--- config.mk ---
export PLATFORM = sky130hd
export DESIGN_NAME = clk_tick_stepper
export DESIGN_NICKNAME = d
export VERILOG_FILES = /design/src/rtl/clk_tick_stepper.sv
export SDC_FILE = /design/constraint.sdc
export NUM_CORES = 1
export LEC_CHECK = 0
export CAP_MARGIN = 20
export CORE_MARGIN = 3
export CORE_UTILIZATION = 40
export CTS_CLUSTER_DIAMETER = 150
export CTS_CLUSTER_SIZE = 14
export DETAILED_ROUTE_END_ITERATION = 12
export PLACE_DENSITY = 0.75
export SLEW_MARGIN = 20
export SYNTH_ARGS = -nofsm -noshare
export SYNTH_HDL_FRONTEND = slang
export SYNTH_SLANG_ARGS = --single-unit
--- constraint.sdc ---
create_clock -name clockin -period 1.7 [get_ports clockin]
set_input_delay 0.34 -clock clockin [delete_from_list [all_inputs] [get_ports clockin]]
set_output_delay 0.34 -clock clockin [all_outputs]
set_load 0.01 [all_outputs]
--- src/rtl/clk_tick_stepper.sv ---
// Turns the sampled divider clock into one-cycle ticks and gates them into a
// cpu_en strobe through a free-run / single-step FSM, all on clockin.
module clk_tick_stepper #(
  parameter int SYNC_STAGES = 2,
  parameter int DB_N        = 8,
  parameter int DB_W        = 4,
  parameter int CNT_W       = 16
) (
  input  logic             clockin,
  input  logic             reset_n,
  input  logic             div_clk,
  input  logic             run,
  input  logic             step,
  output logic             tick,
  output logic             cpu_en,
  output logic [1:0]       state,
  output logic [CNT_W-1:0] en_count
);

  localparam logic [1:0] ST_IDLE  = 2'b00;
  localparam logic [1:0] ST_RUN   = 2'b01;
  localparam logic [1:0] ST_ARMED = 2'b10;

  logic [2:0] raw;
  logic [2:0] synced;
  logic       ds;
  logic       rs;
  logic       ss;

  assign raw = {step, run, div_clk};

  // Independent synchronizer chain per asynchronous input: 0 div_clk, 1 run, 2 step.
  genvar gi;
  generate
    for (gi = 0; gi < 3; gi++) begin : g_sync
      logic [SYNC_STAGES-1:0] chain_reg;
      always_ff @(posedge clockin) begin
        if (!reset_n) begin
          chain_reg <= '0;
        end else begin
          chain_reg <= {chain_reg[SYNC_STAGES-2:0], raw[gi]};
        end
      end
      assign synced[gi] = chain_reg[SYNC_STAGES-1];
    end
  endgenerate

  assign ds = synced[0];
  assign rs = synced[1];
  assign ss = synced[2];

  logic prev_reg;
  logic tick_reg;

  always_ff @(posedge clockin) begin
    if (!reset_n) begin
      prev_reg <= 1'b0;
      tick_reg <= 1'b0;
    end else begin
      prev_reg <= ds;
      tick_reg <= ds & ~prev_reg;
    end
  end

  logic [DB_W-1:0] db_cnt_reg;
  logic            db_level_reg;
  logic            db_prev_reg;
  logic            step_pulse;

  // The level only flips after DB_N consecutive disagreeing samples.
  always_ff @(posedge clockin) begin
    if (!reset_n) begin
      db_cnt_reg   <= '0;
      db_level_reg <= 1'b0;
      db_prev_reg  <= 1'b0;
    end else begin
      db_prev_reg <= db_level_reg;
      if (ss != db_level_reg) begin
        if (db_cnt_reg == DB_W'(DB_N - 1)) begin
          db_level_reg <= ss;
          db_cnt_reg   <= '0;
        end else begin
          db_cnt_reg <= db_cnt_reg + 1'b1;
        end
      end else begin
        db_cnt_reg <= '0;
      end
    end
  end

  assign step_pulse = db_level_reg & ~db_prev_reg;

  logic [1:0]       state_reg;
  logic [1:0]       state_next;
  logic             cpu_en_reg;
  logic             cpu_en_next;
  logic [CNT_W-1:0] en_count_reg;

  always_comb begin
    state_next  = state_reg;
    cpu_en_next = 1'b0;
    case (state_reg)
      ST_IDLE: begin
        if (rs) begin
          state_next = ST_RUN;
        end else if (step_pulse) begin
          state_next = ST_ARMED;
        end
      end
      ST_RUN: begin
        cpu_en_next = tick_reg;
        if (!rs) begin
          state_next = ST_IDLE;
        end
      end
      ST_ARMED: begin
        // Whether the step completes or run takes over, this tick is issued once.
        cpu_en_next = tick_reg;
        if (rs) begin
          state_next = ST_RUN;
        end else if (tick_reg) begin
          state_next = ST_IDLE;
        end
      end
      default: begin
        state_next = ST_IDLE;
      end
    endcase
  end

  always_ff @(posedge clockin) begin
    if (!reset_n) begin
      state_reg    <= ST_IDLE;
      cpu_en_reg   <= 1'b0;
      en_count_reg <= '0;
    end else begin
      state_reg  <= state_next;
      cpu_en_reg <= cpu_en_next;
      if (cpu_en_reg) begin
        en_count_reg <= en_count_reg + 1'b1;
      end
    end
  end

  assign tick     = tick_reg;
  assign cpu_en   = cpu_en_reg;
  assign state    = state_reg;
  assign en_count = en_count_reg;

endmodule

==> summary.txt <==
Worst setup path
  • CP Cell Sequence: clkdlybuf4s50_1
  • Type of origin of the critical path: flop
  • CP Class: flop to primary output
  • Critical-path maximum fanout: 5
  • Crit path required time: 1360 ps
  • Worst path slowest cell: clkdlybuf4s50_1
  • CP Capture Type: primary output
  • CP bufs+invs: 1
  • Largest delay share family, worst path: buffers and inverters
  • Slowest stage delay, CP: 560 ps
  • Worst EP arrival: 1310 ps

Clock network
  • Hold Buf Count CTS: 0
  • CTS Buf Count: 5
  • Clock transition at the registers of the reported paths: 100 ps
  • Clk_lat worst skew: 330 ps
  • Post-CTS setup buffer count: 0
  • CTS tree: yes
  • CTS sink cnt: 33
  • Clk buf depth: 2
  • CTS root buf: clkbuf_4
  • Resize count post-CTS: 5
  • H-tree levels: 2

Routing
  • DR vias: 1113
  • DRT iter0 DRCs: 75
  • Average vias per placed instance: 4.99
  • Wire per inst: 13.1 um
  • Final ANT Viol Nets: 0
  • TritonRoute pass-1 iters: 4
  • Final wirelength: 2920 um
  • Drc violations: 0

Timing
  • Worst slew pin tran: 306 ps
  • Worst Skew: 10.0 ps
  • Period utilization: 0.970
  • RSZ-0062 raised after global routing: false
  • Final setup vio count: 0
  • Setup TNS: 0 ps
  • Final Hold Vio Count: 0
  • F_max: 607 MHz
  • Final Max Tran Viols: 0
  • Min Tclk post-route: 1650 ps
  • Max_slew headroom: 0.794

Global routing
  • Vias in the first global route: 1150
  • Initial antenna violation count: 0
  • First-pass GRT wire length: 5060 um
  • Total global-route track usage: 0.158
  • Grt total ovfl: 0
  • Largest net degree at the start of global routing: 18

Layout
  • Max FFs per register: 16
  • Share of post-route cells with drive strength above 1: 0.168
  • Commonest non-fill, non-tap cells in the layout: dfxtp_1 (22), clkdlybuf4s50_1 (20), nor2_1 (18), nand3_1 (11), dfxtp_2 (11)
  • P&R area growth vs syn: 31.5%
  • Leading cell type in the layout, fill and taps excluded: dfxtp_1
  • Non-Filler Instances: 223
  • Final net count: 188
  • ANT cells: 0

Floorplanning
  • Core Region: 0.00313 mm2
  • Die area: 0.00408 mm2
  • Die Width: 63.9 um
  • Num ports: 25
  • Die H: 63.9 um
  • Row cnt: 20
  • Initial Util: 0.429

Power
  • Worst vdd ir: 0.396 mV
  • Tot Pwr: 1250 uW
  • Pleak: 0.000765 uW
  • PwrDens: 708 mW/mm2

Min path
  • Path type of the worst min-delay path: flop to flop

Synthesis
  • Number of flops mapped to enable cells by yosys: 0
  • Post-Syn Nets: 150
  • Top FF cell, synth: dfxtp_1
  • Post-Syn Area: 0.00134 mm2
  • #FFs+latches synth: 33
  • Synth Instances: 140
  • FFs w/ async S/R, synth: 0
  • Post-synth cell types: 28
  • Seq/Total Area, Yosys: 0.493
  • Yosys warns: 0
  • Syn_area_per_cell: 9.58 um2

Place
  • Placer congestion estimate: 0.796
  • Dpl cells: 215
  • Port buffer count: 24
  • Hpwl dp: 2140 um

Run status
  • Outcome: completed

Job
  • Max Cap Violations: 0
## synth_stat cells, types with 2 or more instances
library cell   n  share of area
o211ai_1       2          0.011
nand4_1        6          0.028
nor2_1        18          0.050
mux2i_1        4          0.030
nor2b_1        2         0.0093
inv_1          6          0.017
nand3_1       11          0.041
xnor2_1        3          0.020
or4_1          3          0.017
and2_1         9          0.042
clkbuf_1       2         0.0056
dfxtp_1       33           0.49
ha_1           5          0.047
nand2_1        8          0.022
xor2_1        10          0.065
and3_1         4          0.019
nand2b_1       3          0.014
## cell families (layout without fill, tap and decap cells)
kind of cell             after synthesis  after routing  share of synthesized area
flip-flops                            33             33                      0.493
AND/OR/NAND/NOR                       68             68                      0.274
XOR/XNOR                              13             13                     0.0849
buffers and inverters                  9             48                     0.0280
AO/OA/AOI/OAI                          8              8                     0.0438
adder cells (fa/ha/maj)                5              5                     0.0466
multiplexers                           4              4                     0.0299
## final timing paths
kind | from | end | slack [ps] | depth (start not counted)
min | prev_reg | tick | 390 | 1
max reg2reg | en_count[2] | en_count[15] | 170 | 6
max | state[1] | state[1] | 50 | 1
min reg2reg | prev_reg | tick | 390 | 1
## per-stage QoR
stage,setup WS (ps),hold WS [ps],instance area [um2],utilization
final,51.3,393,1760,0.564
after floorplan,157,367,1340,-
after detailed placement,137,383,1700,0.542
after global placement,184,374,1700,0.542
after CTS,1.59,398,1750,0.559
after global routing,12.6,417,1760,0.564
## cell type report
class / count / area (um2)
clock buffer: 6 / 41.3
clock inverter: 2 / 10.0
fill: 285 / 1360
inverter: 6 / 22.5
multi-input combinational: 98 / 643
sequential: 33 / 674
tap: 44 / 55.1
timing repair buffer: 34 / 318
## routing by layer
layer,vias up,share of wire,global-route usage
met5,-,0,0
met4,0,0.017,0.0836
met3,5,0.032,0.0387
met2,31,0.50,0.266
met1,522,0.45,0.184
li1,555,-,-
## power by group
group / leakage, uW / internal (uW) / switching (uW) / total, uW
Combinational: 0.000460 / 28.1 / 26.0 / 54.1
Sequential: 0.000273 / 782 / 4.89 / 787
Clock: 0.0000320 / 157 / 251 / 408
Total: 0.000765 / 968 / 282 / 1250
Power figures use the tool's default switching activity.
